[src/rtl/pc_sequencer_if.sv]
// Control and result bundle between a fetch-control master and the PC sequencer.
// The master side drives redirect requests; the slave side returns the PC and status.
interface pc_sequencer_if #(
   parameter int unsigned WIDTH = 32
);
   logic             Stall;
   logic             Branch;
   logic             Jump;
   logic             Call;
   logic             Ret;
   logic             Halt;
   logic [WIDTH-1:0] Address;
   logic [WIDTH-1:0] PCResult;
   logic             Valid;
   logic             Halted;
   logic             RasOverflow;
   logic             RasUnderflow;

   modport master (
      output Stall, Branch, Jump, Call, Ret, Halt, Address,
      input  PCResult, Valid, Halted, RasOverflow, RasUnderflow
   );

   modport slave (
      input  Stall, Branch, Jump, Call, Ret, Halt, Address,
      output PCResult, Valid, Halted, RasOverflow, RasUnderflow
   );
endinterface

[src/rtl/pc_sequencer.sv]
// Program-counter sequencer: BOOT/RUN/HALTED control, prioritised redirects and
// a circular return-address stack that overwrites its oldest entry when full.
module pc_sequencer #(
   parameter int unsigned     WIDTH        = 32,
   parameter logic [WIDTH-1:0] RESET_VECTOR = '0,
   parameter logic [WIDTH-1:0] INC          = WIDTH'(4),
   parameter int unsigned     RAS_DEPTH    = 4
) (
   input  logic           Clk,
   input  logic           Reset,
   pc_sequencer_if.slave  bus
);

   localparam int unsigned PTR_W = (RAS_DEPTH > 1) ? $clog2(RAS_DEPTH) : 1;
   localparam int unsigned CNT_W = PTR_W + 1;

   typedef enum logic [1:0] {
      BOOT   = 2'd0,
      RUN    = 2'd1,
      HALTED = 2'd2
   } state_t;

   state_t           state;
   logic [WIDTH-1:0] ras_mem [RAS_DEPTH];
   logic [PTR_W-1:0] ras_head;
   logic [CNT_W-1:0] ras_cnt;

   logic [WIDTH-1:0] pc_inc;
   logic [WIDTH-1:0] ras_top;
   logic             ras_empty;
   logic             ras_full;
   logic             do_push;

   // ras_head is the next write slot; when full it also points at the oldest entry
   assign pc_inc    = bus.PCResult + INC;
   assign ras_top   = ras_mem[ras_head - PTR_W'(1)];
   assign ras_empty = (ras_cnt == '0);
   assign ras_full  = (ras_cnt == CNT_W'(RAS_DEPTH));
   assign do_push   = (state == RUN) && !bus.Stall && !bus.Halt && !bus.Ret && bus.Call;

   // Entry storage carries no reset; only the count and pointer are cleared
   always_ff @(posedge Clk) begin
      if (do_push) begin
         ras_mem[ras_head] <= pc_inc;
      end
   end

   always_ff @(posedge Clk or posedge Reset) begin
      if (Reset) begin
         state            <= BOOT;
         bus.PCResult     <= RESET_VECTOR;
         bus.Valid        <= 1'b0;
         bus.Halted       <= 1'b0;
         bus.RasOverflow  <= 1'b0;
         bus.RasUnderflow <= 1'b0;
         ras_head         <= '0;
         ras_cnt          <= '0;
      end else begin
         bus.RasOverflow  <= 1'b0;
         bus.RasUnderflow <= 1'b0;
         case (state)
            BOOT: begin
               state     <= RUN;
               bus.Valid <= 1'b1;
            end
            RUN: begin
               if (!bus.Stall) begin
                  if (bus.Halt) begin
                     state      <= HALTED;
                     bus.Valid  <= 1'b0;
                     bus.Halted <= 1'b1;
                  end else if (bus.Ret) begin
                     if (ras_empty) begin
                        bus.PCResult     <= pc_inc;
                        bus.RasUnderflow <= 1'b1;
                     end else begin
                        bus.PCResult <= ras_top;
                        ras_head     <= ras_head - PTR_W'(1);
                        ras_cnt      <= ras_cnt - CNT_W'(1);
                     end
                  end else if (bus.Call) begin
                     bus.PCResult <= bus.Address;
                     ras_head     <= ras_head + PTR_W'(1);
                     if (ras_full) begin
                        bus.RasOverflow <= 1'b1;
                     end else begin
                        ras_cnt <= ras_cnt + CNT_W'(1);
                     end
                  end else if (bus.Jump || bus.Branch) begin
                     bus.PCResult <= bus.Address;
                  end else begin
                     bus.PCResult <= pc_inc;
                  end
               end
            end
            HALTED: begin
               state <= HALTED;
            end
            default: begin
               state <= BOOT;
            end
         endcase
      end
   end

endmodule

[src/flat_wrapper.sv]
// flat-port wrapper written by rule: the top's interface ports become plain ports
module pc_sequencer_flat 
#(
   parameter int unsigned     WIDTH        = 32,
   parameter logic [WIDTH-1:0] RESET_VECTOR = '0,
   parameter logic [WIDTH-1:0] INC          = WIDTH'(4),
   parameter int unsigned     RAS_DEPTH    = 4
)
  (Clk, Reset, bus_Stall, bus_Branch, bus_Jump, bus_Call, bus_Ret, bus_Halt, bus_Address, bus_PCResult, bus_Valid, bus_Halted, bus_RasOverflow, bus_RasUnderflow);
  pc_sequencer_if #(.WIDTH(WIDTH)) bus_i ();
  input  logic Clk;
  input  logic Reset;
  input wire logic [$bits(bus_i.Stall)-1:0] bus_Stall;
  input wire logic [$bits(bus_i.Branch)-1:0] bus_Branch;
  input wire logic [$bits(bus_i.Jump)-1:0] bus_Jump;
  input wire logic [$bits(bus_i.Call)-1:0] bus_Call;
  input wire logic [$bits(bus_i.Ret)-1:0] bus_Ret;
  input wire logic [$bits(bus_i.Halt)-1:0] bus_Halt;
  input wire logic [$bits(bus_i.Address)-1:0] bus_Address;
  output wire logic [$bits(bus_i.PCResult)-1:0] bus_PCResult;
  output wire logic [$bits(bus_i.Valid)-1:0] bus_Valid;
  output wire logic [$bits(bus_i.Halted)-1:0] bus_Halted;
  output wire logic [$bits(bus_i.RasOverflow)-1:0] bus_RasOverflow;
  output wire logic [$bits(bus_i.RasUnderflow)-1:0] bus_RasUnderflow;
  assign bus_i.Stall = bus_Stall;
  assign bus_i.Branch = bus_Branch;
  assign bus_i.Jump = bus_Jump;
  assign bus_i.Call = bus_Call;
  assign bus_i.Ret = bus_Ret;
  assign bus_i.Halt = bus_Halt;
  assign bus_i.Address = bus_Address;
  assign bus_PCResult = bus_i.PCResult;
  assign bus_Valid = bus_i.Valid;
  assign bus_Halted = bus_i.Halted;
  assign bus_RasOverflow = bus_i.RasOverflow;
  assign bus_RasUnderflow = bus_i.RasUnderflow;
  pc_sequencer #(.WIDTH(WIDTH), .RESET_VECTOR(RESET_VECTOR), .INC(INC), .RAS_DEPTH(RAS_DEPTH)) u_core (.Clk(Clk), .Reset(Reset), .bus(bus_i));
endmodule
[config.mk]
export PLATFORM = sky130hd
export DESIGN_NAME = pc_sequencer_flat
export DESIGN_NICKNAME = d
export VERILOG_FILES = /design/src/rtl/pc_sequencer_if.sv /design/src/rtl/pc_sequencer.sv /design/src/flat_wrapper.sv
export SDC_FILE = /design/constraint.sdc
export NUM_CORES = 1
export LEC_CHECK = 0
export ABC_AREA = 1
export BUFFER_PORTS_ARGS = -buffer_cell sky130_fd_sc_hd__buf_2
export CAP_MARGIN = 20
export CORE_MARGIN = 4
export CORE_UTILIZATION = 60
export DETAILED_ROUTE_END_ITERATION = 8
export GPL_TIMING_DRIVEN = 1
export PLACE_DENSITY = 0.8
export SLEW_MARGIN = 20
export SYNTH_ARGS = -nofsm -noshare
export SYNTH_HDL_FRONTEND = slang
export SYNTH_SLANG_ARGS = --single-unit
[constraint.sdc]
create_clock -name Clk -period 3.4 [get_ports Clk]
set_input_delay 0.17 -clock Clk [delete_from_list [all_inputs] [get_ports Clk]]
set_output_delay 0.17 -clock Clk [all_outputs]
set_load 0.02 [all_outputs]
==> results of run 1 <==
## metrics by stage
| step | total power [W] | instance area (um^2) | setup slack (ns) | util | hold WS [ns] |
|---|---|---|---|---|---|
| final | 0.00854 | 9600 | 1.03 | 0.714 | 0.0329 |
| after global routing | 0.00900 | 9600 | 0.816 | 0.714 | 0.0804 |
| after CTS | 0.00849 | 9600 | 1.02 | 0.714 | 0.0241 |
| after detailed placement | 0.00646 | 8980 | 1.04 | 0.667 | 0.345 |
| after global placement | 0.00634 | 8980 | 1.07 | 0.667 | 0.339 |
| after floorplan | 0.00539 | 8380 | 0.606 | - | 0.332 |
## state kept, by name, summed over array words and instances, names as in the netlist
register and count:
u_core.ras_cnt 3, u_core.bus.Halted 1, u_core.bus.RasOverflow 1, u_core.state 2, u_core.bus.PCResult 32, u_core.ras_head 2, u_core.ras_mem 128, u_core.bus.RasUnderflow 1
u_core.bus.Valid 1
## synth_stat cells, drive strengths merged
cell type	number
o21ai	94
o22ai	20
fa	1
o211ai	4
edfxtp	128
nor2	222
xor2	8
nand3	44
buf	21
and2	1
inv	71
a21oi	40
a31oi	12
clkinv	2
xnor2	8
nand4	1
clkbuf	21
ha	8
nand2	174
nor3	1
dfrtp	43
or2	1
o32ai	1
## final timing paths
path                                         from                    end  slack (ns)  cells past startpoint
worst max-delay path              u_core.state[1]  u_core.ras_mem[1][31]        1.03                      7
worst min-delay path                     bus_Halt      u_core.bus.Halted        0.03                      3
worst max register to register    u_core.state[1]  u_core.ras_mem[1][31]        1.03                      7
worst min register to register  u_core.bus.Halted      u_core.bus.Halted        0.47                      2
max in group asynchronous                   Reset     u_core.ras_head[0]        2.21                      4
min in group asynchronous                   Reset      u_core.bus.Halted        0.45                      3
## where the power goes
group	leakage, nW	internal (W)	switching (W)
Clock	0.297	0.00125	0.000784
Combinational	1.90	0.000985	0.00232
Sequential	1.64	0.00277	0.000427
## area by class of cell
cell class / count / area (um^2) / share of cell area
Multi-Input combinational cell: 640 / 3030 / 0.315
Clock inverter: 11 / 168 / 0.0175
Tap cell: 176 / 220 / 0.0229
Clock buffer: 21 / 450 / 0.0469
Sequential cell: 171 / 4920 / 0.512
Inverter: 73 / 274 / 0.0285
Timing Repair Buffer: 92 / 543 / 0.0565
## worst max-delay path, cell delays in order (launching register included)
cell      delay [ns]
dfrtp_1         0.36
inv_1           0.11
ha_1            0.21
nand3_1         0.12
clkinv_1        0.09
nand3_1         0.33
nor2_4          0.34
buf_4           0.45
## cells by family after synthesis
group / after synthesis / share of synthesized area
AO/OA/AOI/OAI: 171 / 0.109
flip-flops: 171 / 0.587
XOR/XNOR: 16 / 0.0194
buffers and inverters: 115 / 0.0551
AND/OR/NAND/NOR: 444 / 0.215
adder cells (fa/ha/maj): 9 / 0.0143
## layer usage
layer / vias to the layer above / global-route usage / share of wire
li1: 3220 / - / -
met4: 0 / 0.100 / 0.021
met2: 375 / 0.460 / 0.49
met3: 51 / 0.0542 / 0.092
met1: 3345 / 0.381 / 0.40
met5: - / 0 / 0
==> results by group, run 1 <==
Pwr
  – Power Density: 889 mW/mm^2
  – Peak supply drop: 0.585 mV
  – Leak pwr: 3.84 nW

Global route
  – Global-route wire length before repair: 34900 um
  – Total grt overflow: 0
  – Number of global-route vias before repair: 6597
  – Initial antenna violation count: 0
  – Gr usage total: 0.282
  – Pin count of the biggest net entering global routing: 68

Timing
  – Final setup violation count: 0
  – Unrepaired setup endpoints after global routing: false
  – Rel. slew slack: 0.456
  – Worst Tran Pin Value: 0.815 ns
  – Endpoints failing hold: 0
  – Period Utilization, post-route: 0.697
  – Minimum clock period: 2.37 ns
  – Final Slew Violations: 0
  – Clock Skews: 0.00693 ns
  – Max Fclk: 422 MHz
  – Final setup TNS: 0 ns

Floorplan
  – Die footprint: 0.0159 mm^2
  – Core area: 0.0135 mm^2
  – Die width: 126 um
  – Die H: 126 um
  – Row count: 42
  – Initial core utilization: 0.623
  – I/O pin count: 76

Synth
  – Syn Area/Cell: 9.05 um^2
  – Yosys top cell area share: 0.459
  – Ys Warns: 0
  – Post-Syn Area: 0.00838 mm^2
  – Gate count of the mapped netlist: 926
  – Register area share after synthesis: 0.587
  – Mapped Nets: 975
  – Synth Register Bits: 171
  – Synth area leaders: edfxtp_1 46%, dfrtp_1 13%, nor2_1 9.4%
  – Post-synth top area cell: edfxtp_1
  – Count of cell types in the netlist: 31

Finish
  – Proportion of layout cells with a drive suffix above 1: 0.150
  – Final non-filler cell total: 1184
  – Nets: 1044
  – Most frequent cells in the layout: 205 x nor2_1, 169 x nand2_1, 128 x edfxtp_1
  – Commonest non-fill, non-tap cell in the layout: nor2_1
  – Fillers: 1003
  – Synth-to-layout area growth: 14.7%
  – Inserted Diodes: 0

Clocking
  – Bufs on Longest Clock Path: 2
  – CTS resizes: 0
  – CTS Buf Count: 17
  – Hold buffer count at cts: 1
  – TritonCTS clock tree: yes
  – Worst-path clk slew: 0.06 ns
  – Setup Fix Bufs, Post-CTS: 0
  – Worst skew pair latency: 0.43 ns
  – Clock Sinks: 171
  – Clock root buffer: clkbuf_16
  – CTS H-Tree Depth: 4

Setup path
  – Startpoint Class: register
  – WP data arrival: 2.45 ns
  – Critical Path Sink Type: register
  – Critical Path RT: 3.48 ns
  – Critical path class: register to register
  – Max FO, Critical Path: 28

Route
  – Starting DRT DRC Count: 866
  – Final wirelength: 22300 um
  – Initial DRT Pass Iterations: 6
  – Number of vias per cell: 5.90
  – DRC viols: 0
  – Total number of vias: 6991
  – Drt wl/cell: 18.8 um
  – Post-detailed-route count of antenna-violating nets: 0

Placement
  – Placer Congestion: 0.861
  – DP Wirelength: 14200 um
  – Port buffer count: 75
  – Post-Place Cells: 1151

Min path
  – HP Class: primary input to register

Job
  – Max-cap viol count: 0

Status
  – Status: finished, final reports clean
No activity file was read; power rests on OpenSTA's default activity.
==> run 2: changes to the inputs <==
Settings changed: CORE_UTILIZATION 60 to 54, PLACE_DENSITY 0.8 to 0.76.
Clock period 3.4 ns to 2.1 ns, I/O delays scaled along.
==> run 2 against run 1 <==
Die area grew 10%; critical path depth grew 2; worst hold slack lost 0.024 ns; clock skew about the same; routed wire length up 0.46%; fmax grew 21%; combinational power rose by 69%.
==> results by group, run 2 (synthesis results as in run 1) <==
Global route
  – Gr usage total: 0.257 (was 0.282)
  – Initial antenna violation count: 0 (unchanged)
  – Total grt overflow: 0 (unchanged)
  – Pin count of the biggest net entering global routing: 66 (was 68)
  – Global-route wire length before repair: 34800 um (was 34900 um)
  – Number of global-route vias before repair: 6470 (was 6597)

Timing
  – Endpoints failing hold: 0 (unchanged)
  – Max Fclk: 511 MHz (was 422 MHz)
  – Fin Hold WS: 0.00900 ns (was 0.0329 ns)
  – Worst Tran Pin Value: 0.576 ns (was 0.815 ns)
  – Period Utilization, post-route: 0.933 (was 0.697)
  – Minimum clock period: 1.96 ns (was 2.37 ns)
  – Setup ws final: 0.142 ns (was 1.03 ns)
  – Rel. slew slack: 0.613 (was 0.456)
  – Final setup violation count: 0 (unchanged)
  – Clock Skews: 0.00726 ns (was 0.00693 ns)
  – Unrepaired setup endpoints after global routing: false (unchanged)
  – Final Slew Violations: 0 (unchanged)

Placement
  – Post-Place Cells: 1177 (was 1151)
  – DP Wirelength: 14000 um (was 14200 um)
  – Placer Congestion: 0.867 (was 0.861)
  – Place WS: 0.177 ns (was 1.04 ns)
  – Port buffer count: 75 (unchanged)
  – Post-DP Area: 0.00917 mm^2 (was 0.00898 mm^2)

Floorplan
  – Die H: 133 um (was 126 um)
  – Die width: 133 um (was 126 um)
  – I/O pin count: 76 (unchanged)
  – Die footprint: 0.0176 mm^2 (was 0.0159 mm^2)
  – Core area: 0.0152 mm^2 (was 0.0135 mm^2)
  – Initial core utilization: 0.551 (was 0.623)
  – Row count: 45 (was 42)

Route
  – Initial DRT Pass Iterations: 6 (unchanged)
  – Final wirelength: 22400 um (was 22300 um)
  – Drt wl/cell: 18.5 um (was 18.8 um)
  – Post-detailed-route count of antenna-violating nets: 0 (unchanged)
  – Total number of vias: 6842 (was 6991)
  – DRC viols: 0 (unchanged)
  – Starting DRT DRC Count: 720 (was 866)
  – Number of vias per cell: 5.65 (was 5.90)

Setup path
  – WP data arrival: 2.33 ns (was 2.45 ns)
  – Critical path class: register to register (unchanged)
  – Max FO, Critical Path: 20 (was 28)
  – Critical Path Sink Type: register (unchanged)
  – Startpoint Class: register (unchanged)
  – Critical Path RT: 2.47 ns (was 3.48 ns)

Finish
  – Nets: 1060 (was 1044)
  – Design Area, Final: 0.00982 mm^2 (was 0.00960 mm^2)
  – Top flop regs: u_core.ras_mem: 128 flops, u_core.bus.PCResult: 32 flops, u_core.ras_cnt: 3 flops (unchanged)
  – Inserted Diodes: 0 (unchanged)
  – Synth-to-layout area growth: 17.3% (was 14.7%)
  – Final non-filler cell total: 1212 (was 1184)
  – Largest register FFs: 128 (unchanged)
  – Biggest register: u_core.ras_mem (unchanged)
  – Commonest non-fill, non-tap cell in the layout: nor2_1 (unchanged)
  – Proportion of layout cells with a drive suffix above 1: 0.161 (was 0.150)
  – Most frequent cells in the layout: 205 x nor2_1, 169 x nand2_1, 128 x edfxtp_1 (unchanged)

Clocking
  – Bufs on Longest Clock Path: 2 (unchanged)
  – TritonCTS clock tree: yes (unchanged)
  – Setup Fix Bufs, Post-CTS: 0 (unchanged)
  – Clock root buffer: clkbuf_16 (unchanged)
  – Worst skew pair latency: 0.44 ns (was 0.43 ns)
  – CTS Buf Count: 17 (unchanged)
  – Clock Sinks: 171 (unchanged)
  – Worst-path clk slew: 0.06 ns (about the same)
  – CTS H-Tree Depth: 4 (unchanged)

Status
  – Status: finished, final reports clean (unchanged)

Pwr
  – Power Total: 0.0140 W (was 0.00854 W)
  – Leak pwr: 3.92 nW (was 3.84 nW)
  – Peak supply drop: 0.721 mV (was 0.585 mV)
  – Power Density: 1420 mW/mm^2 (was 889 mW/mm^2)

Min path
  – HP Class: primary input to register (unchanged)

Job
  – Max-cap viol count: 0 (unchanged)
run 2: cell types whose count changed in the layout (fill, tap and decap cells not counted), moves of 2 or more:
cell	previous run	this run
dlygate4sd3_1	1	3
buf_6	0	2
clkinvlp_4	2	4
buf_12	3	9
buf_4	13	19
clkinv_2	3	0
run 2: stage by stage:
step / TNS [ns] / util
3_3_place_gp: 0 / 0.603
5_1_grt: 0 / 0.646
6_report: 0 / 0.646
4_1_cts: 0 / 0.646
3_5_place_dp: 0 / 0.603
2_1_floorplan: -30.03 / -
run 2: power breakdown:
part	internal, W	leakage (nW)	switching (W)
Sequential	0.00450	1.64	0.000608
Combinational	0.00180	1.99	0.00379
Clock	0.00199	0.282	0.00128
Total	0.00829	3.92	0.00568
run 2: layout make-up:
cell class | instances | area [um^2]
fill | 1223 | 5380
sequential | 171 | 4920
multi-input combinational | 640 | 3030
timing repair buffer | 108 | 751
clock buffer | 21 | 440
inverter | 73 | 274
tap | 188 | 235
clock inverter | 11 | 171
run 2: path summary, 6_finish.rpt:
| check | from | to | slack, ns | cells after the start |
|---|---|---|---|---|
| max in group asynchronous | Reset | u_core.bus.PCResult[3] | 1.35 | 4 |
| worst max register to register | u_core.ras_head[1] | u_core.bus.PCResult[4] | 0.14 | 9 |
| worst min-delay path | bus_Address[15] | u_core.bus.PCResult[15] | 0.009 | 3 |
| worst max-delay path | u_core.ras_head[1] | u_core.bus.PCResult[4] | 0.14 | 9 |
| worst min register to register | u_core.bus.Halted | u_core.bus.Halted | 0.47 | 2 |
| min in group asynchronous | Reset | u_core.state[1] | 0.22 | 3 |
run 2: routing by layer:
layer,track usage,vias up,share of wire
met4,0.0930,0,0.022
met1,0.340,3209,0.41
li1,-,3255,-
met2,0.421,327,0.48
met3,0.0574,51,0.089
met5,0,-,0
run 2: what timing repair did:
| item | 4_1_cts | 5_1_grt |
|---|---|---|
| hold buffers | 3 | 0 |
| setup endpoints to repair | 0 | 9 |
| hold endpoints to repair | 16 | 0 |
| resized for setup | 0 | 4 |
run 2: critical path, stage by stage (launching register included):
cell      delay, ns
dfrtp_1        0.41
inv_1          0.08
ha_1           0.34
buf_4          0.32
o21ai_0        0.18
o22ai_1        0.20
nand2_1        0.07
o211ai_1       0.08
o21ai_0        0.12
inv_1          0.08
